--- config.mk ---
export PLATFORM = sky130hd
export DESIGN_NAME = fact_ctrl
export DESIGN_NICKNAME = d
export VERILOG_FILES = /design/src/rtl/fact_pkg.sv /design/src/rtl/fact_wdog.sv /design/src/rtl/fact_ctrl.sv
export SDC_FILE = /design/constraint.sdc
export NUM_CORES = 1
export LEC_CHECK = 0
export CAP_MARGIN = 20
export CORE_MARGIN = 10
export CORE_UTILIZATION = 52
export DETAILED_ROUTE_END_ITERATION = 8
export GPL_TIMING_DRIVEN = 0
export PLACE_DENSITY = 0.83
export RECOVER_POWER = 50
export SYNTH_ARGS = -nofsm -noshare
export SYNTH_HDL_FRONTEND = slang
export SYNTH_SLANG_ARGS = --single-unit
--- constraint.sdc ---
create_clock -name clk -period 4.13 [get_ports clk]
set_input_delay 0.6195 -clock clk [delete_from_list [all_inputs] [get_ports clk]]
set_output_delay 0.6195 -clock clk [all_outputs]
set_load 0.01 [all_outputs]
--- src/rtl/fact_pkg.sv ---
// Shared register map, CTRL/STATUS bit positions and FSM state type for the
// factorial-engine initiator.
package fact_pkg;

  localparam logic [1:0] FACT_N      = 2'd0;
  localparam logic [1:0] FACT_CTRL   = 2'd1;
  localparam logic [1:0] FACT_STATUS = 2'd2;
  localparam logic [1:0] FACT_RESULT = 2'd3;

  localparam int CTRL_START = 0;
  localparam int CTRL_CLEAR = 1;
  localparam int CTRL_IE    = 2;

  localparam int STAT_BUSY    = 0;
  localparam int STAT_DONE    = 1;
  localparam int STAT_ERR     = 2;
  localparam int STAT_TIMEOUT = 3;
  localparam int STAT_OVR     = 4;

  typedef enum logic [1:0] {
    IDLE  = 2'd0,
    START = 2'd1,
    WAIT  = 2'd2
  } fact_ctrl_state_t;

endpackage

--- src/rtl/fact_wdog.sv ---
// Clearable up-counter that raises tc once it reaches TIMEOUT-1 and then
// holds there until cleared.
module fact_wdog #(
  parameter int TIMEOUT = 1024
) (
  input  logic clk,
  input  logic rst,
  input  logic clr,
  input  logic en,
  output logic tc
);

  localparam int CW = (TIMEOUT > 2) ? $clog2(TIMEOUT) : 1;

  logic [CW-1:0] cnt;

  assign tc = (cnt == CW'(TIMEOUT - 1));

  always_ff @(posedge clk or negedge rst) begin
    if (!rst)           cnt <= '0;
    else if (clr)       cnt <= '0;
    else if (en && !tc) cnt <= cnt + 1'b1;
  end

endmodule

--- src/rtl/fact_ctrl.sv ---
// Memory-mapped initiator for one factorial engine: N/CTRL/STATUS/RESULT
// registers plus the go/done/err handshake. Build with FACT_CTRL_IRQ_EN to get irq.
module fact_ctrl
  import fact_pkg::*;
#(
  parameter int WIDTH   = 32,
  parameter int TIMEOUT = 1024
) (
  input  logic             clk,
  input  logic             rst,
  input  logic             sel,
  input  logic             we,
  input  logic [1:0]       addr,
  input  logic [WIDTH-1:0] wd,
  output logic [WIDTH-1:0] rd,
  output logic [WIDTH-1:0] eng_n,
  output logic             eng_go,
  input  logic             eng_done,
  input  logic             eng_err,
  input  logic [WIDTH-1:0] eng_nf,
  output logic             irq,
  output fact_ctrl_state_t dbg_state
);

  // Handshake: eng_go is a single-cycle request with eng_n stable until the
  // FSM is back in IDLE. The first WAIT cycle with eng_done=1 (eng_nf valid,
  // eng_err qualifying it) or eng_err=1 alone is consumed; there is no
  // backpressure on either side.

  fact_ctrl_state_t state, state_d;

  logic [WIDTH-1:0] n_q, result_q;
  logic done_q, err_q, to_q, ovr_q;
  logic wr_n, wr_ctrl, start_cmd, clear_cmd, busy, ovr_set;
  logic accept_start, wd_clr, wd_en, wd_tc;
  logic fin_done, fin_err, fin_to;

  assign wr_n      = sel && we && (addr == FACT_N);
  assign wr_ctrl   = sel && we && (addr == FACT_CTRL);
  assign start_cmd = wr_ctrl && wd[CTRL_START];
  assign clear_cmd = wr_ctrl && wd[CTRL_CLEAR];
  assign busy      = (state != IDLE);
  assign ovr_set   = busy && (wr_n || start_cmd);
  assign dbg_state = state;

  fact_wdog #(.TIMEOUT(TIMEOUT)) u_wdog (
    .clk (clk),
    .rst (rst),
    .clr (wd_clr),
    .en  (wd_en),
    .tc  (wd_tc)
  );

  always_ff @(posedge clk or negedge rst) begin
    if (!rst) state <= IDLE;
    else      state <= state_d;
  end

  always_comb begin
    state_d      = state;
    eng_go       = 1'b0;
    accept_start = 1'b0;
    wd_clr       = 1'b0;
    wd_en        = 1'b0;
    fin_done     = 1'b0;
    fin_err      = 1'b0;
    fin_to       = 1'b0;
    case (state)
      IDLE: begin
        if (start_cmd) begin
          accept_start = 1'b1;
          state_d      = START;
        end
      end
      START: begin
        eng_go  = 1'b1;
        wd_clr  = 1'b1;
        state_d = WAIT;
      end
      WAIT: begin
        wd_en = 1'b1;
        // Completion outranks the timeout terminal count in the same cycle.
        if (eng_done) begin
          fin_done = 1'b1;
          state_d  = IDLE;
        end else if (eng_err) begin
          fin_err = 1'b1;
          state_d = IDLE;
        end else if (wd_tc) begin
          fin_to  = 1'b1;
          state_d = IDLE;
        end
      end
      default: state_d = IDLE;
    endcase
  end

  always_ff @(posedge clk or negedge rst) begin
    if (!rst) begin
      n_q      <= '0;
      eng_n    <= '0;
      result_q <= '0;
      done_q   <= 1'b0;
      err_q    <= 1'b0;
      to_q     <= 1'b0;
      ovr_q    <= 1'b0;
    end else begin
      if (wr_n && !busy) n_q <= wd;
      // Clear lands before start so a combined write still launches cleanly.
      if (clear_cmd) begin
        done_q <= 1'b0;
        err_q  <= 1'b0;
        to_q   <= 1'b0;
        ovr_q  <= 1'b0;
      end
      if (accept_start) begin
        eng_n    <= n_q;
        result_q <= '0;
        done_q   <= 1'b0;
        err_q    <= 1'b0;
        to_q     <= 1'b0;
      end
      if (ovr_set) ovr_q <= 1'b1;
      if (fin_done) begin
        result_q <= eng_nf;
        done_q   <= 1'b1;
        err_q    <= eng_err;
      end
      if (fin_err) err_q <= 1'b1;
      if (fin_to) begin
        to_q  <= 1'b1;
        err_q <= 1'b1;
      end
    end
  end

`ifdef FACT_CTRL_IRQ_EN
  logic ie_q;

  always_ff @(posedge clk or negedge rst) begin
    if (!rst)         ie_q <= 1'b0;
    else if (wr_ctrl) ie_q <= wd[CTRL_IE];
  end

  assign irq = ie_q && (done_q || err_q);
`else
  assign irq = 1'b0;
`endif

  always_comb begin
    rd = '0;
    case (addr)
      FACT_N: rd = n_q;
      FACT_CTRL: begin
`ifdef FACT_CTRL_IRQ_EN
        rd[CTRL_IE] = ie_q;
`endif
      end
      FACT_STATUS: begin
        rd[STAT_BUSY]    = busy;
        rd[STAT_DONE]    = done_q;
        rd[STAT_ERR]     = err_q;
        rd[STAT_TIMEOUT] = to_q;
        rd[STAT_OVR]     = ovr_q;
      end
      FACT_RESULT: rd = result_q;
      default: rd = '0;
    endcase
  end

endmodule

Word level (Yosys, flattened, before mapping)
Index checks and enable logic that the tools add are counted.
{ "totals": {"output_inout_bits": 68, "mem_bits_ro": 0, "mem_bits_rw": 0, "in_bits": 72, "memories": 0, "latch_bits": 0, "reg_bits": 112, "word_cells": 71} }
{ "op_classes": {"n_eq_ne": 8, "reduce_logical": 21, "shift": 0, "bitwise_logic": 0, "muxes": 32, "add_sub_neg": 1, "mul": 0, "n_lt_le_gt_ge": 0, "div_mod_pow": 0} }
{ "op_table": {"columns": ["op", "count"], "rows": [
  ["32-bit two-way mux", 2],
  ["27-bit case mux with 2 select lines", 1],
  ["1-bit two-way mux", 21],
  ["10-bit two-way mux", 2],
  ["5-bit case mux with 3 select lines", 1],
  ["10-bit by 1-bit adder with 10-bit output, second input constant", 1],
  ["10-bit == test, second input constant", 1],
  ["1-bit logical AND", 8],
  ["2-bit two-way mux", 4],
  ["2-bit nonzero test", 4],
  ["2-bit == test, second input constant", 3],
  ["2-bit case mux with 3 select lines", 1],
  ["3-bit nonzero test", 2],
  ["5-bit nonzero test", 1],
  ["2-bit by 1-bit == test with 1-bit output, second input constant", 2],
  ["2-bit logical NOT", 2],
  ["4-bit by 3-bit != test with 1-bit output, second input constant", 1],
  ["1-bit logical NOT", 2],
  ["2-bit != test, second input constant", 1],
  ["2-bit AND reduction", 1],
  ["1-bit logical OR", 1]
]} }

Depth between registers and ports, before layout
Gate-level depths: netlist of the first run.
{ "depth": {"word_depth": 9, "depth_mapped": 8, "mapped_depth_nobuf": 6} }

Cells and area by module
A second synthesis of the first run with hierarchy kept.
{ "unflattened": {"cells_unflattened": 410, "hier_area_um2": 5141.2} }
{ "modules_own_cells": {"columns": ["module", "n_inst", "seq_area_each_um2", "area_per_inst_um2", "cells_per_inst"], "rows": [
  ["fact_ctrl", 1, 2552.4, 4566.9, 354],
  ["fact_wdog", 1, 250.2, 574.3, 56]
]} }

Worst setup path after synthesis of the first run
Ideal clock, no wire load.
{ "synth_path": {"path_type": "input port to output port", "start": "input port addr[1]", "end": "output port rd[2]", "n_path_buf": 2, "cell_stages": 6, "path_slack_ns": 1.902, "arrival_ns": 1.608, "required_time_ns": 3.510, "path_cell_list": "inv_1 > ha_1 > clkbuf_1 > clkbuf_1 > a222oi_1 > nor2_1"} }
{ "synth_via": {"elab_chain_len": 2, "word_cells_on_any_way": 4, "cone_classes": "eq/ne (2); mux (1); reduce/logical (1)"} }
{ "synth_rtl": {"columns": ["item", "line_no", "text"], "rows": [
  ["start: declaration", "fact_ctrl.sv:13", "input logic [1:0] addr,"],
  ["2-bit == test or 2-bit logical NOT (tied branches)", "fact_ctrl.sv:152", "case (addr)"],
  ["5-bit case mux with 3 select lines *", "fact_ctrl.sv:152", null],
  ["end: declaration", "fact_ctrl.sv:15", "output logic [WIDTH-1:0] rd,"]
]} }
Mark *: on every way between the ends. The rest lies on a longest branch, timed or not.

Worst setup path after layout of the first run
{ "layout_path": {"start": "input port addr[1]", "end": "output port rd[13]"} }
{ "layout_via": {"elab_chain_len": 2, "word_cells_on_any_way": 3, "cone_classes": "eq/ne (1); mux (1); reduce/logical (1)"} }
{ "layout_rtl": {"columns": ["item", "line_no"], "rows": [
  ["2-bit == test or 2-bit logical NOT (tied branches)", "fact_ctrl.sv:152"],
  ["27-bit case mux with 2 select lines *", "fact_ctrl.sv:152"]
]} }
Marks and branches as above.

==> tab_implementation.tex, run 1 <==
\begin{tabular}{lr}
\hline
Metric & Value \\
\hline
\multicolumn{2}{l}{\textbf{Power}} \\
Total power consumption of the routed design & approximately 0.0029 W \\
Power Density & 430 nW/um\^{}2 \\
Maximum vdd drop & between 0.2 and 0.3 mV \\
Static leakage power & just over 3 nW \\
Power share of the sequential group & a little over half \\
Power spent charging and discharging nets & 0.000827 W \\
Internal power of the cells & just over 0.002 W \\
Switching Share & 28.6\% \\
Fraction of power consumed by the clock network & between 20\% and 30\% \\
Share of total power in combinational logic & 26.1\% \\
\multicolumn{2}{l}{\textbf{Worst setup path}} \\
Crit path cell chain & dlygate4sd3\_1 -> inv\_1 -> ha\_1 -> clkbuf\_1 -> clkbuf\_1 -> a22oi\_1 -> nor2\_1 -> clkdlybuf4s50\_1 \\
Launching element type of the critical path & input pin \\
CP Launch Point & addr[1] \\
Cell seen most often among critical-path stages & sky130\_fd\_sc\_hd\_\_clkbuf\_1 \\
Cell family with most CP delay & buffers and inverters \\
Required @ worst endpoint & 3510 ps \\
WS Path Type & input pin to output port \\
Cell at the slowest stage of the critical path & sky130\_fd\_sc\_hd\_\_dlygate4sd3\_1 \\
Buffers plus inverters on the worst setup path & 5 \\
Crit path largest cell delay & 600 ps \\
Startpoint of the most critical register-to-register path & u\_wdog.cnt[0] \\
Biggest fanout along the worst timing path & 10 \\
Crit path arrival time & $\sim$3200 ps \\
Kind of capture point of the worst setup path & output port \\
\multicolumn{2}{l}{\textbf{Clock network}} \\
Hold-fix buffers at CTS & 0 \\
Number of H-tree branching levels & 3 \\
Clock insertion delay at the later pin of the skew report & 370 ps \\
Number of gates given a new drive strength after cts & 0 \\
Root buffer cell & sky130\_fd\_sc\_hd\_\_clkbuf\_8 \\
TritonCTS clock tree & built \\
Clock transition at the registers of the reported paths & around 90 ps \\
Number of buffers inserted to repair setup after CTS & 0 \\
Total CTS buffers & 9 \\
Number of sinks driven by the clock tree & between 100 and 150 \\
Deepest clock path buffer count & 2 \\
\multicolumn{2}{l}{\textbf{Yosys}} \\
Post-synth cell types & 44 \\
Seq cells post-synth & around 110 \\
Synth warn & 0 \\
Average cell area after synthesis & roughly 11 um\^{}2 \\
Most instantiated library cell after synthesis & sky130\_fd\_sc\_hd\_\_dfrtp\_1 \\
Synthesized cell area & approximately 5000 um\^{}2 \\
Fraction of post-synthesis cell area in the top cell type by area & a little under three fifths \\
Share of async-settable or async-resettable flops after synthesis & 100\% \\
Number of synthesized flops with an enable pin & 0 \\
Synthesized netlist net count & 530 \\
Post-Syn Instances & approximately 450 \\
Cells taking the most area after synthesis & sky130\_fd\_sc\_hd\_\_dfrtp\_1 (56\%), sky130\_fd\_sc\_hd\_\_mux2\_2 (14\%), sky130\_fd\_sc\_hd\_\_nand2\_1 (5.7\%), sky130\_fd\_sc\_hd\_\_a22oi\_1 (4.2\%), sky130\_fd\_sc\_hd\_\_nand3\_1 (3.8\%) \\
Portion of the post-synthesis area used by sequential elements & a little under three fifths \\
Post-synth top flop & sky130\_fd\_sc\_hd\_\_dfrtp\_1 \\
Area leader, netlist & sky130\_fd\_sc\_hd\_\_dfrtp\_1 \\
Most frequent cells after synthesis & sky130\_fd\_sc\_hd\_\_dfrtp\_1 (112), sky130\_fd\_sc\_hd\_\_nand2\_1 (76), sky130\_fd\_sc\_hd\_\_mux2\_2 (63), sky130\_fd\_sc\_hd\_\_nor2\_1 (40), sky130\_fd\_sc\_hd\_\_nand3\_1 (38) \\
\multicolumn{2}{l}{\textbf{Timing}} \\
Final Setup Violations & 0 \\
Number of hold violations in the final report & 0 \\
Setup skew after layout & between 10 and 15 ps \\
Worst slew pin tran & around 3300 ps \\
RSZ-0062 raised after global routing & false \\
Fmax & 0.265 GHz \\
Max\_slew headroom & -118\% \\
Final max-slew violation count & slightly above 60 \\
Min cycle time layout & 3780 ps \\
Total negative setup slack & 0 ps \\
Final period util & 91.5\% \\
Post-route worst setup slack & around 350 ps \\
\multicolumn{2}{l}{\textbf{GRT}} \\
Overflow after GRT & 0 \\
Largest net degree at the start of global routing & 62 \\
First-pass GRT wire length & around 23,000 um \\
Initial antenna violation count & 0 \\
Number of global-route vias before repair & 4,290 \\
Total routing usage reported by global routing & 20.5\% \\
\multicolumn{2}{l}{\textbf{Job}} \\
Number of max-capacitance violations reported & 1 \\
\multicolumn{2}{l}{\textbf{Layout}} \\
Post-Route Utilization & approximately 72\% \\
Share of cells above drive strength 1 & $\sim$17\% \\
Post-route insts no fill & about 740 \\
Signed area change from the synthesized netlist to the final layout & 34.8\% \\
Number of antenna repair diodes & 0 \\
Nets & 680 \\
\multicolumn{2}{l}{\textbf{Place}} \\
Worst setup timing slack at the placement stage & between 400 and 500 ps \\
Number of placed cells counting well taps & 720 \\
Final weighted congestion of routability-driven global placement & about 0.84 \\
Count of buffers inserted at the top-level ports & between 100 and 150 \\
Hpwl dp & 10,700 um \\
\multicolumn{2}{l}{\textbf{Routing}} \\
Number of detailed-route iterations in the first pass & 6 \\
Via-to-Cell Ratio & around 5.6 \\
Final Routed Wirelength & approximately 14,000 um \\
Average routed wire per standard cell & 19.3 um \\
Vias & approximately 4,100 \\
Iter 0 DRT Violations & 274 \\
Post-detailed-route count of antenna-violating nets & 0 \\
Number of remaining DRC errors & 0 \\
\multicolumn{2}{l}{\textbf{Worst hold path}} \\
Source of the worst hold timing path & result\_q[22] \\
Worst min path class & register to register \\
\multicolumn{2}{l}{\textbf{Status}} \\
Status & finished with violations \\
Violated checks & max-capacitance violations, max-slew violations \\
\multicolumn{2}{l}{\textbf{Floorplanning}} \\
Number of cell rows & 35 \\
Y dimension of the die & 118 um \\
Starting Density & between 50\% and 60\% \\
Core Region & 9280 um\^{}2 \\
Number of top-level pins & 140 \\
Die footprint & roughly 14,000 um\^{}2 \\
Chip width & about 120 um \\
\hline
\end{tabular}
==> cell usage in the layout, fill, tap and decap left out, types with 6 or more instances in the layout <==
master / n
sky130_fd_sc_hd__a22oi_1: 28
sky130_fd_sc_hd__nand3_1: 38
sky130_fd_sc_hd__nor2_1: 40
sky130_fd_sc_hd__mux2_2: 63
sky130_fd_sc_hd__clkbuf_1: 15
sky130_fd_sc_hd__clkbuf_8: 9
sky130_fd_sc_hd__buf_2: 13
sky130_fd_sc_hd__inv_1: 6
sky130_fd_sc_hd__clkdlybuf4s50_1: 112
sky130_fd_sc_hd__dfrtp_1: 112
sky130_fd_sc_hd__a21oi_1: 8
sky130_fd_sc_hd__ha_1: 6
sky130_fd_sc_hd__dlygate4sd3_1: 25
sky130_fd_sc_hd__nand2_1: 76
==> path summary, 6_finish.rpt <==
path	end	slack, ps	depth (start not counted)
max	rd[13]	350	8
min	result_q[22]	510	2
max reg2reg	u_wdog.cnt[5]	2160	5
min reg2reg	result_q[22]	510	2
max in group asynchronous	result_q[25]	960	1
min in group asynchronous	u_wdog.cnt[6]	1320	1
==> routing by layer <==
metal | wire (um) | global-route usage, %
met1 | 5540 | 23.6
met2 | 7220 | 34.8
met3 | 1070 | 6.52
met4 | 356 | 7.65
met5 | 0 | 0
==> worst min-delay path, stage by stage (launching register included) <==
cell,delay (ps)
sky130_fd_sc_hd__dfrtp_1,350
sky130_fd_sc_hd__nand3_1,60
sky130_fd_sc_hd__nand2_1,60
==> per-stage QoR <==
step	area (um^2)	hold slack (ps)
after CTS	6740	341
after detailed placement	6560	485
after floorplan	4990	324
after global routing	6720	522
after global placement	6530	475
final	6720	506
==> area by class of cell <==
type	count	area (um^2)
Fill cell	678	2560
Sequential cell	112	2800
Timing Repair Buffer	139	1400
Tap cell	129	161
Clock inverter	4	55.1
Multi-Input combinational cell	303	2000
Inverter	6	22.5
Clock buffer	11	131
Buffer	31	144
==> power by group through the flow <==
stage / sequential (W) / clock, W / combinational, W
2_1_floorplan: 0.00153 / 0 / 0.000309
3_3_place_gp: 0.00151 / 0 / 0.000764
3_5_place_dp: 0.00152 / 0 / 0.000790
4_1_cts: 0.00150 / 0.000652 / 0.000796
5_1_grt: 0.00153 / 0.000698 / 0.000826
6_report: 0.00150 / 0.000633 / 0.000754
==> cell families (layout without fill, tap and decap cells) <==
group / count (synthesis) / count (layout) / share of synthesized area (%)
buffers and inverters: 37 / 191 / 3.41
other: 1 / 1 / 0.0752
flip-flops: 112 / 112 / 56.2
AND/OR/NAND/NOR: 172 / 172 / 15.2
adder cells (fa/ha/maj): 6 / 6 / 1.50
multiplexers: 65 / 65 / 14.6
AO/OA/AOI/OAI: 59 / 59 / 8.93
==> state kept, by name (all words and copies together) (netlist names) <==
signal and cells:
eng_n 32, n_q 32, result_q 32, u_wdog.cnt 10
dbg_state 2, done_q 1, err_q 1, ovr_q 1
to_q 1
Note: power is estimated with default switching activity, not from simulation.
==> run 2: changes to the inputs <==
- ABC_AREA: not set -> 1
- GPL_TIMING_DRIVEN: 0 -> not set
- PLACE_DENSITY: 0.83 -> 0.82
==> run 2 against run 1 <==
Against the previous run: the run still ends with max-capacitance violations, max-slew violations left; clock-buffer cell count is 2 lower; final cell count is 18% higher; hold slack worse by 23 ps; worst setup slack better by 350 ps; non-clock buffer count is 23 lower; die area is 3.1% higher; clock power is 5.8% higher; total power is 1.4% lower; sequential cell count stayed put; critical path type unchanged; largest power group unchanged.
==> tab_implementation.tex, run 2 <==
\begin{tabular}{lr}
\hline
Metric & Value \\
\hline
\multicolumn{2}{l}{\textbf{Power}} \\
Total power consumption of the routed design & 0.00285 W (-1.4\%) \\
Power share of the sequential group & 51.9\% (about the same) \\
Power spent charging and discharging nets & 0.000861 W (+4.1\%) \\
Maximum vdd drop & 0.210 mV (-24\%) \\
Fraction of power consumed by the clock network & 23.5\% (+1.6 points) \\
Static leakage power & 3.32 nW (+9.0\%) \\
Share of total power in combinational logic & 24.7\% (-1.4 points) \\
Power Density & 417 nW/um\^{}2 (-3.1\%) \\
Switching Share & 30.2\% (+1.6 points) \\
Internal power of the cells & 0.00199 W (-3.6\%) \\
\multicolumn{2}{l}{\textbf{GRT}} \\
First-pass GRT wire length & 23,900 um (+3.8\%) \\
Largest net degree at the start of global routing & 76 (+23\%) \\
Overflow after GRT & 0 (unchanged) \\
Number of global-route vias before repair & 4,514 (+5.2\%) \\
Total routing usage reported by global routing & 20.3\% (-0.15 points) \\
Initial antenna violation count & 0 (unchanged) \\
\multicolumn{2}{l}{\textbf{Floorplanning}} \\
Y dimension of the die & 120 um (+1.5\%) \\
Chip width & 120 um (+1.5\%) \\
Number of top-level pins & 140 (unchanged) \\
Core Region & 9730 um\^{}2 (+4.8\%) \\
Starting Density & 53.2\% (-0.56 points) \\
Number of cell rows & 36 (+2.9\%) \\
Die footprint & 14,300 um\^{}2 (+3.1\%) \\
\multicolumn{2}{l}{\textbf{Yosys}} \\
Synth warn & 0 (unchanged) \\
Area leader, netlist & sky130\_fd\_sc\_hd\_\_dfrtp\_1 \\
Post-Syn Instances & 602 (+33\%) \\
Seq cells post-synth & 112 (unchanged) \\
Number of synthesized flops with an enable pin & 0 (unchanged) \\
Most instantiated library cell after synthesis & sky130\_fd\_sc\_hd\_\_nand2\_1 \\
Cells taking the most area after synthesis & sky130\_fd\_sc\_hd\_\_dfrtp\_1 (54\%), sky130\_fd\_sc\_hd\_\_nand2\_1 (17\%), sky130\_fd\_sc\_hd\_\_nand3\_1 (7.9\%), sky130\_fd\_sc\_hd\_\_mux2\_2 (3.9\%), sky130\_fd\_sc\_hd\_\_a21oi\_1 (3.2\%) \\
Fraction of post-synthesis cell area in the top cell type by area & 54.2\% (-2.0 points) \\
Most frequent cells after synthesis & sky130\_fd\_sc\_hd\_\_nand2\_1 (230), sky130\_fd\_sc\_hd\_\_dfrtp\_1 (112), sky130\_fd\_sc\_hd\_\_nand3\_1 (82), sky130\_fd\_sc\_hd\_\_a21oi\_1 (33), sky130\_fd\_sc\_hd\_\_inv\_1 (25) \\
Portion of the post-synthesis area used by sequential elements & 54.2\% (-2.0 points) \\
Post-synth top flop & sky130\_fd\_sc\_hd\_\_dfrtp\_1 \\
Synthesized cell area & 5170 um\^{}2 (+3.7\%) \\
Share of async-settable or async-resettable flops after synthesis & 100\% (unchanged) \\
Average cell area after synthesis & 8.59 um\^{}2 (-22\%) \\
Synthesized netlist net count & 680 (+28\%) \\
Post-synth cell types & 27 (-39\%) \\
\multicolumn{2}{l}{\textbf{Clock network}} \\
Hold-fix buffers at CTS & 0 (unchanged) \\
Number of sinks driven by the clock tree & 112 (unchanged) \\
Number of buffers inserted to repair setup after CTS & 0 (unchanged) \\
Clock transition at the registers of the reported paths & 100 ps (about the same) \\
Clock insertion delay at the later pin of the skew report & 370 ps (about the same) \\
Total CTS buffers & 9 (unchanged) \\
Number of gates given a new drive strength after cts & 0 (unchanged) \\
TritonCTS clock tree & built \\
Root buffer cell & sky130\_fd\_sc\_hd\_\_clkbuf\_8 \\
Number of H-tree branching levels & 3 (unchanged) \\
Deepest clock path buffer count & 2 (unchanged) \\
\multicolumn{2}{l}{\textbf{Layout}} \\
Leading cell type in the layout, fill and taps excluded & sky130\_fd\_sc\_hd\_\_nand2\_1 \\
Registers with the highest flip-flop counts & eng\_n (32), n\_q (32), result\_q (32) \\
Highest-count cells in the layout ignoring fill and taps & sky130\_fd\_sc\_hd\_\_nand2\_1 (232), sky130\_fd\_sc\_hd\_\_clkdlybuf4s50\_1 (115), sky130\_fd\_sc\_hd\_\_dfrtp\_1 (112) \\
Filler instances & 786 (+16\%) \\
Nets & 804 (+18\%) \\
Post-route insts no fill & 864 (+18\%) \\
Signed area change from the synthesized netlist to the final layout & 32.3\% \\
Number of antenna repair diodes & 0 (unchanged) \\
Fin area & 6840 um\^{}2 (+1.8\%) \\
Share of cells above drive strength 1 & 7.93\% (-8.6 points) \\
\multicolumn{2}{l}{\textbf{Place}} \\
Count of buffers inserted at the top-level ports & 138 (unchanged) \\
Standard cell area after detailed placement & 6630 um\^{}2 (+1.1\%) \\
Hpwl dp & 10,900 um (+1.2\%) \\
Final weighted congestion of routability-driven global placement & 0.917 (+9.8\%) \\
Number of placed cells counting well taps & 847 (+18\%) \\
\multicolumn{2}{l}{\textbf{Timing}} \\
Total negative setup slack & 0 ps (unchanged) \\
Fmax & 0.292 GHz (+10\%) \\
Worst slew pin tran & 1840 ps (-1430 ps) \\
Setup skew after layout & 11.4 ps (-3.12 ps) \\
Final max-slew violation count & 76 (+25\%) \\
Final Setup Violations & 0 (unchanged) \\
Number of hold violations in the final report & 0 (unchanged) \\
Max\_slew headroom & -22.5\% (+95 points) \\
Final period util & 83.0\% (-8.5 points) \\
Min cycle time layout & 3430 ps (-350 ps) \\
RSZ-0062 raised after global routing & false \\
\multicolumn{2}{l}{\textbf{Routing}} \\
Via-to-Cell Ratio & 5.30 (-4.8\%) \\
Routed met2 length & 7110 um (-1.5\%) \\
Top layer used by detailed routing & met4 \\
Average routed wire per standard cell & 17.1 um (-11\%) \\
Detailed-routed wire length on met3 & 990 um (-7.5\%) \\
Number of detailed-route iterations in the first pass & 6 (unchanged) \\
Number of remaining DRC errors & 0 (unchanged) \\
Post-route met1 wirelength & 6510 um (+18\%) \\
Post-detailed-route count of antenna-violating nets & 0 (unchanged) \\
Vias & 4,577 (+12\%) \\
Iter 0 DRT Violations & 414 (+51\%) \\
Final Routed Wirelength & 14,800 um (+4.2\%) \\
\multicolumn{2}{l}{\textbf{Worst setup path}} \\
Biggest fanout along the worst timing path & 9 (-1) \\
Worst reg-to-reg setup slack & 2160 ps (about the same) \\
WS Path Type & input pin to output port \\
Startpoint of the most critical register-to-register path & u\_wdog.cnt[0] \\
Required @ worst endpoint & 3510 ps (about the same) \\
Worst Reg2Reg Path Length in Cells & 8 (+3) \\
Crit path arrival time & 2810 ps (-350 ps) \\
Launching element type of the critical path & input pin \\
Kind of capture point of the worst setup path & output port \\
R2r endpoint & u\_wdog.cnt[6] \\
\multicolumn{2}{l}{\textbf{Worst hold path}} \\
Worst min path class & register to register \\
Destination of the worst hold path & eng\_n[26] \\
Hold Path Depth & 2 (unchanged) \\
Source of the worst hold timing path & eng\_n[26] \\
\multicolumn{2}{l}{\textbf{Status}} \\
Violated checks & max-capacitance violations, max-slew violations \\
Status & finished with violations \\
\multicolumn{2}{l}{\textbf{Job}} \\
Number of max-capacitance violations reported & 1 (unchanged) \\
\hline
\end{tabular}
run 2: cell count changes after synthesis, moves of 7 or more:
cell / delta
sky130_fd_sc_hd__a21oi_1: +25
sky130_fd_sc_hd__a22oi_1: -28
sky130_fd_sc_hd__clkbuf_1: +8
sky130_fd_sc_hd__inv_1: +19
sky130_fd_sc_hd__mux2_2: -45
sky130_fd_sc_hd__mux2_4: +7
sky130_fd_sc_hd__nand2_1: +154
sky130_fd_sc_hd__nand3_1: +44
sky130_fd_sc_hd__nor2_1: -22
sky130_fd_sc_hd__o21ai_1: +7
run 2: per-stage QoR:
| stage | util, % | setup slack [ps] | hold slack [ps] |
|---|---|---|---|
| 6_report | 70.3 | 702 | 483 |
| 5_1_grt | 70.3 | 598 | 511 |
| 4_1_cts | 70.2 | 813 | 399 |
| 3_5_place_dp | 68.2 | 813 | 465 |
| 3_3_place_gp | 68.2 | 882 | 462 |
| 2_1_floorplan | - | 1870 | 324 |
run 2: how the worst max path moves through the flow:
stage / from / end / slack (ps)
floorplan: addr[1] / rd[11] / 1870
global route: addr[1] / rd[6] / 600
detailed placement: addr[1] / rd[31] / 810
global placement: addr[0] / rd[10] / 880
CTS: addr[1] / rd[31] / 810
finish: addr[1] / rd[2] / 700
run 2: power by group through the flow:
| stage | registers [W] | logic [W] | clock network [W] |
|---|---|---|---|
| 6_report | 0.00148 | 0.000703 | 0.000670 |
| 5_1_grt | 0.00151 | 0.000780 | 0.000718 |
| 4_1_cts | 0.00148 | 0.000737 | 0.000682 |
| 3_5_place_dp | 0.00150 | 0.000734 | 0 |
| 3_3_place_gp | 0.00149 | 0.000713 | 0 |
| 2_1_floorplan | 0.00150 | 0.000302 | 0 |
run 2: layer usage:
layer | vias up | global-route usage [%]
met2 | 164 | 32.9
met5 | - | 0
li1 | 2190 | -
met3 | 19 | 4.78
met4 | 0 | 5.35
met1 | 2204 | 26.9
run 2: layout make-up:
type	instances	area, um^2	share of cell area (%)
Tap cell	133	166	2.43
Multi-Input combinational cell	428	2090	30.6
Clock inverter	7	77.6	1.13
Timing Repair Buffer	147	1470	21.5
Inverter	28	105	1.54
Clock buffer	9	124	1.81
Sequential cell	112	2800	41.0
run 2: cell families (layout without fill, tap and decap cells):
group                      after synthesis  count (layout)  synth area share [%]
and+or+nand+nor                        344             344                  27.8
xor gates and xnor gates                 3               3                 0.508
buffers and inverters                   62             191                  5.13
muxes                                   25              25                  5.95
DFF                                    112             112                  54.2
AOI/OAI and AO/OA                       49              49                  4.91
other                                    1               1                0.0725
adders and majority gates                6               6                  1.45
run 2: worst max-delay path, cell delays in order:
cell and delay, ps:
sky130_fd_sc_hd__dlygate4sd3_1 590, sky130_fd_sc_hd__inv_1 120, sky130_fd_sc_hd__ha_1 400, sky130_fd_sc_hd__inv_1 180
sky130_fd_sc_hd__o211ai_1 220, sky130_fd_sc_hd__nand2_1 70, sky130_fd_sc_hd__inv_1 60, sky130_fd_sc_hd__clkdlybuf4s50_1 550
==> variant 1 (settings of run 1) <==
`TIMEOUT` is set to 1024 in 2 places; all go to 256.
--- a/src/rtl/fact_wdog.sv
+++ b/src/rtl/fact_wdog.sv
@@ -1,7 +1,7 @@
 // Clearable up-counter that raises tc once it reaches TIMEOUT-1 and then
 // holds there until cleared.
 module fact_wdog #(
-  parameter int TIMEOUT = 1024
+  parameter int TIMEOUT = 256
 ) (
   input  logic clk,
   input  logic rst,
--- a/src/rtl/fact_ctrl.sv
+++ b/src/rtl/fact_ctrl.sv
@@ -4,7 +4,7 @@
   import fact_pkg::*;
 #(
   parameter int WIDTH   = 32,
-  parameter int TIMEOUT = 1024
+  parameter int TIMEOUT = 256
 ) (
   input  logic             clk,
   input  logic             rst,
Formal check against the unedited RTL: same outputs for any inputs over 10 cycles, from zero or initial values and one cycle with rst low; that may be too few to reach the edited logic, so the function may still have changed.
==> variant 1 against run 1 <==
The flow still finishes with violations (capacitance limit, slew limit). Power up 1.0%. Area after synthesis decreased by 0.43%. Clock power down 3%. Design area down 0.32%. Worst setup slack lost 18 ps. Routed wire length is 0.64% higher. Sequential cell count is 2 lower. Utilization shrank 0.23 points. Critical path type unchanged. Largest cell class unchanged.
==> variant 1: results (changes against run 1) <==
outcome -> finished, violations left
failing checks -> capacitance limit, slew limit
antenna violations before repair -> 0 (unchanged)
final net count -> 661 (-2.8%)
CTS buffer count -> 9 (unchanged)
maximum VDD drop -> 0.282 mV (+1.7%)
Crit Path Max Fanout -> 10 (unchanged)
most instantiated cells after synthesis -> dfrtp_1 (110), nand2_1 (73), nand3_1 (38)
largest net degree at the start of global routing -> 57 (-8.1%)
critical path arrival -> 3180 ps (+20 ps)
actual slew at the worst max-slew pin -> 3110 ps (-159 ps)
Worst-Skew Late Latency -> 360 ps
htree depth -> 3 (unchanged)
DP Area -> 0.00654 mm² (-0.32%)
Warnings, synthesis -> 0 (unchanged)
Root Driver -> clkbuf_8
asr flop ratio synth -> 100% (unchanged)
Antenna diodes -> 0 (unchanged)
HP Class -> reg2reg
number of global-route vias before repair -> 4275 (-0.35%)
postcts setup bufs -> 0 (unchanged)
largest cells by area after synthesis -> dfrtp_1 (55%), mux2_4 (9.7%), mux2_2 (7.3%), nand2_1 (5.5%), a22oi_1 (4.2%)
Detailed Routing Iterations Pass 1 -> 5 (-1)
max-slew violations -> 56 (-8.2%)
Routability Congestion -> 0.856 (+2.5%)
Leak -> 0.00319 µW (+4.5%)
layout cells sized above 1 -> 15.9% (-0.63 points)
Syn Nets -> 511 (-3.6%)
Max-Cap Viols -> 1 (unchanged)
gr usage total -> 20.8% (+0.27 points)
hpwl dp -> 10700 µm (-0.25%)
sequential-to-total area share from yosys stat -> 55.4% (-0.77 points)
Setup WS pre-CTS -> 465 ps (-15.9 ps)
Avg WL per Cell -> 20.0 µm (+3.5%)
count of cell types in the netlist -> 36 (-18%)
PortBufs -> 138 (unchanged)
drt initial violations -> 306 (+12%)
Fillers -> 699 (+3.1%)
maximum root-to-sink buffer count -> 2 (unchanged)
Clock Pin Slew Worst Setup and Hold Paths -> 90 ps (about the same)
# resized after CTS -> 0 (unchanged)
first-pass GRT wire length -> 23400 µm (+1.9%)
Vias -> 3950 (-3.4%)
Final Skew -> 11.5 ps (-3.06 ps)
Synth Flop Type -> dfrtp_1
largest registers -> eng_n: 32 flops, n_q: 32 flops, result_q: 32 flops
[variant 1: path summary, 6_finish.rpt]
kind                       slack, ps          start  cells after the start            end
min in group asynchronous       1260            rst                      1        n_q[12]
hold / removal                   510      eng_n[15]                      1      eng_n[15]
setup / recovery                 330        addr[0]                      7          rd[5]
hold reg to reg                  510      eng_n[15]                      1      eng_n[15]
max in group asynchronous       1100            rst                      1   dbg_state[1]
setup reg to reg                2180  u_wdog.cnt[0]                      5  u_wdog.cnt[4]
[variant 1: critical path: stages]
cell and delay, ps:
dlygate4sd3_1 610, inv_1 90, ha_1 280, clkbuf_1 360, clkbuf_1 530, nor2_1 150
clkdlybuf4s50_1 520
[variant 1: area by class of cell]
class / instances / area [µm²] / share of cell area (%)
Timing Repair Buffer: 139 / 1400 / 20.9
Tap cell: 129 / 161 / 2.41
Sequential cell: 110 / 2750 / 41.1
Inverter: 5 / 18.8 / 0.280
Multi-Input combinational cell: 288 / 2020 / 30.1
Clock inverter: 2 / 35.0 / 0.523
Buffer: 30 / 179 / 2.67
Clock buffer: 12 / 135 / 2.02
[variant 1: power breakdown]
part           total [µW]  internal, µW  switching [µW]
sequential           1500          1320             171
clock                 617           275             342
combinational         808           498             310
total                2920          2100             824
[variant 1: metal layers]
metal  track usage (%)  vias to the layer above  wire length (µm)
li1                  -                     1812                 -
met1              25.4                     1970              5730
met2              35.0                      148              7280
met3              5.80                       20              1040
met4              5.72                        0               216
met5                 0                        -                 0
[variant 1: logic make-up after synthesis]
| group | after synthesis | share of synthesized area [%] |
|---|---|---|
| and+or+nand+nor | 163 | 14.1 |
| DFF | 110 | 55.4 |
| muxes | 65 | 17.1 |
| AOI/OAI and AO/OA | 53 | 7.81 |
| buffers and inverters | 35 | 3.98 |
| adders and majority gates | 6 | 1.51 |
| other | 1 | 0.0755 |
[variant 1: per-stage QoR]
step	power, µW	instances
after floorplan	1880	433
after global placement	2310	700
after detailed placement	2360	701
after CTS	2980	715
after global routing	3070	715
final	2920	715
==> variant 2 (settings of run 1) <==
Made on the original files. Add an input register stage for `sel`, `we`, `addr`, `eng_done`, `eng_err` and `eng_nf`, without a reset; this delays them by one clock. The other inputs are not delayed to match. Comments in the files are not updated.
--- a/src/rtl/fact_ctrl.sv
+++ b/src/rtl/fact_ctrl.sv
@@ -22,6 +22,22 @@
   output fact_ctrl_state_t dbg_state
 );
 
+  logic sel_q;
+  logic we_q;
+  logic [1:0] addr_q;
+  logic eng_done_q;
+  logic eng_err_q;
+  logic [WIDTH-1:0] eng_nf_q;
+
+  always_ff @(posedge clk) begin
+    sel_q      <= sel;
+    we_q       <= we;
+    addr_q     <= addr;
+    eng_done_q <= eng_done;
+    eng_err_q  <= eng_err;
+    eng_nf_q   <= eng_nf;
+  end
+
   // Handshake: eng_go is a single-cycle request with eng_n stable until the
   // FSM is back in IDLE. The first WAIT cycle with eng_done=1 (eng_nf valid,
   // eng_err qualifying it) or eng_err=1 alone is consumed; there is no
@@ -35,8 +51,8 @@
   logic accept_start, wd_clr, wd_en, wd_tc;
   logic fin_done, fin_err, fin_to;
 
-  assign wr_n      = sel && we && (addr == FACT_N);
-  assign wr_ctrl   = sel && we && (addr == FACT_CTRL);
+  assign wr_n      = sel_q && we_q && (addr_q == FACT_N);
+  assign wr_ctrl   = sel_q && we_q && (addr_q == FACT_CTRL);
   assign start_cmd = wr_ctrl && wd[CTRL_START];
   assign clear_cmd = wr_ctrl && wd[CTRL_CLEAR];
   assign busy      = (state != IDLE);
@@ -80,10 +96,10 @@
       WAIT: begin
         wd_en = 1'b1;
         // Completion outranks the timeout terminal count in the same cycle.
-        if (eng_done) begin
+        if (eng_done_q) begin
           fin_done = 1'b1;
           state_d  = IDLE;
-        end else if (eng_err) begin
+        end else if (eng_err_q) begin
           fin_err = 1'b1;
           state_d = IDLE;
         end else if (wd_tc) begin
@@ -122,9 +138,9 @@
       end
       if (ovr_set) ovr_q <= 1'b1;
       if (fin_done) begin
-        result_q <= eng_nf;
+        result_q <= eng_nf_q;
         done_q   <= 1'b1;
-        err_q    <= eng_err;
+        err_q    <= eng_err_q;
       end
       if (fin_err) err_q <= 1'b1;
       if (fin_to) begin
@@ -149,7 +165,7 @@
 
   always_comb begin
     rd = '0;
-    case (addr)
+    case (addr_q)
       FACT_N: rd = n_q;
       FACT_CTRL: begin
 `ifdef FACT_CTRL_IRQ_EN
Behaviour: not the same (Yosys sat finds a counterexample within 4 cycles, from zero or initial values and one cycle with rst low).
==> variant 2 against run 1 <==
The flow still finishes with violations (capacitance limit, slew limit). Power up 51%. Critical endpoint is now rd[3]. Critical path type is now reg2out. Routed wire length up 11%. Worst setup slack better by 390 ps. Largest power group unchanged. Register-to-register slack worse by 710 ps. Area after synthesis up 15%. Sequential cell count up 38. Design area up 18%.
==> variant 2: results (changes against run 1) <==
RR Startpoint -> addr_q[1]
Clock Pin Slew Worst Setup and Hold Paths -> 60 ps (-30 ps)
sequential-to-total area share from yosys stat -> 62.0% (+5.8 points)
actual slew at the worst max-slew pin -> 2530 ps (-741 ps)
CP max-delay cell -> clkdlybuf4s50_1
antenna violations before repair -> 4 (+4)
Synth top area share -> 48.8% (-7.4 points)
Worst-Skew Late Latency -> 520 ps (+150 ps)
Max-Cap Viols -> 1 (unchanged)
WL final -> 15700 µm (+11%)
layout cells sized above 1 -> 17.1% (+0.57 points)
failing checks -> capacitance limit, slew limit
largest net degree at the start of global routing -> 69 (+11%)
final net count -> 727 (+6.9%)
number of global-route vias before repair -> 4871 (+14%)
Hold Crit Start -> eng_nf_q[1]
max-slew violations -> 45 (-26%)
critical path arrival -> 2770 ps (-390 ps)
Synth Instances -> 491 (+8.6%)
Detailed Routing Iterations Pass 1 -> 7 (+1)
Reg2Reg Depth -> 7 (+2)
hpwl dp -> 11000 µm (+2.1%)
worst flop-to-flop path endpoint -> eng_n[3]
Fillers -> 720 (+6.2%)
DP Area -> 0.00733 mm² (+12%)
largest cells by area after synthesis -> dfrtp_1 (49%), dfxtp_1 (13%), mux2_2 (13%), nand2_1 (5.2%), a22oi_1 (3.7%)
Final Skew -> 8.61 ps (-5.93 ps)
outcome -> finished, violations left
Routability Congestion -> 0.795 (-4.8%)
Leak -> 0.00336 µW (+10%)
CP peak stage delay -> 570 ps (-30 ps)
gr usage total -> 20.0% (-0.52 points)
Syn Nets -> 569 (+7.4%)
r2r setup slk -> 1450 ps (-710 ps)
placed cells -> 770 (+6.9%)
Crit Path Max Fanout -> 10 (unchanged)
asr flop ratio synth -> 74.7% (-25 points)
maximum root-to-sink buffer count -> 2 (unchanged)
htree depth -> 4 (+1)
first-pass GRT wire length -> 25400 µm (+10%)
most instantiated cells after synthesis -> dfrtp_1 (112), nand2_1 (80), mux2_2 (64)
count of cell types in the netlist -> 39 (-11%)
## variant 2: critical path, delay by kind of cell, from the launching register on
family                     cells  cell delay [ps]
DFF                            1              330
adders and majority gates      1              140
buffers and inverters          4             1440
and+or+nand+nor                1              170
AOI/OAI and AO/OA              1              160
## variant 2: logic make-up (layout without fill, tap and decap cells)
family          after synthesis  count (layout)  synth area share [%]
flops                       150             150                  62.0
simple gates                139             139                  10.1
compound gates               94              94                  10.8
mux                          65              65                  12.7
buf+inv                      36             207                  3.07
fa+ha+maj                     6               6                  1.31
other cells                   1               5                0.0653
## variant 2: layout make-up
cell class	count	area, µm²	area share, %
sequential	150	3560	45.0
multi-input combinational	305	1990	25.1
timing repair buffer	139	1400	17.7
clock buffer	22	463	5.84
tap	140	175	2.21
buffer	32	158	1.99
clock inverter	10	144	1.82
inverter	4	15.0	0.190
antenna	4	10.0	0.126
## variant 2: power groups by stage
stage | sequential, µW | combinational (µW) | clock (µW)
global placement | 1960 | 823 | 0
finish | 1950 | 842 | 1570
CTS | 1950 | 865 | 1580
global route | 1990 | 917 | 1650
floorplan | 1980 | 328 | 0
detailed placement | 1970 | 854 | 0
## variant 2: worst max-delay path by stage
| stage | depth (start not counted) | startpoint | end |
|---|---|---|---|
| after floorplan | 5 | addr_q[0] | rd[10] |
| after global placement | 1 | rst | eng_n[29] |
| after detailed placement | 6 | addr_q[0] | rd[23] |
| after CTS | 6 | addr_q[0] | rd[23] |
| after global routing | 7 | addr_q[1] | rd[23] |
| final | 7 | addr_q[1] | rd[3] |
## variant 2: routing by layer
layer  GRT usage (%)  share of wire [%]  up-vias
met5               0              0.083        -
met4            7.52                1.7        2
met3            6.59                6.6       24
met2            33.8                 51      174
met1            23.1                 40     2182
li1                -                  -     2037
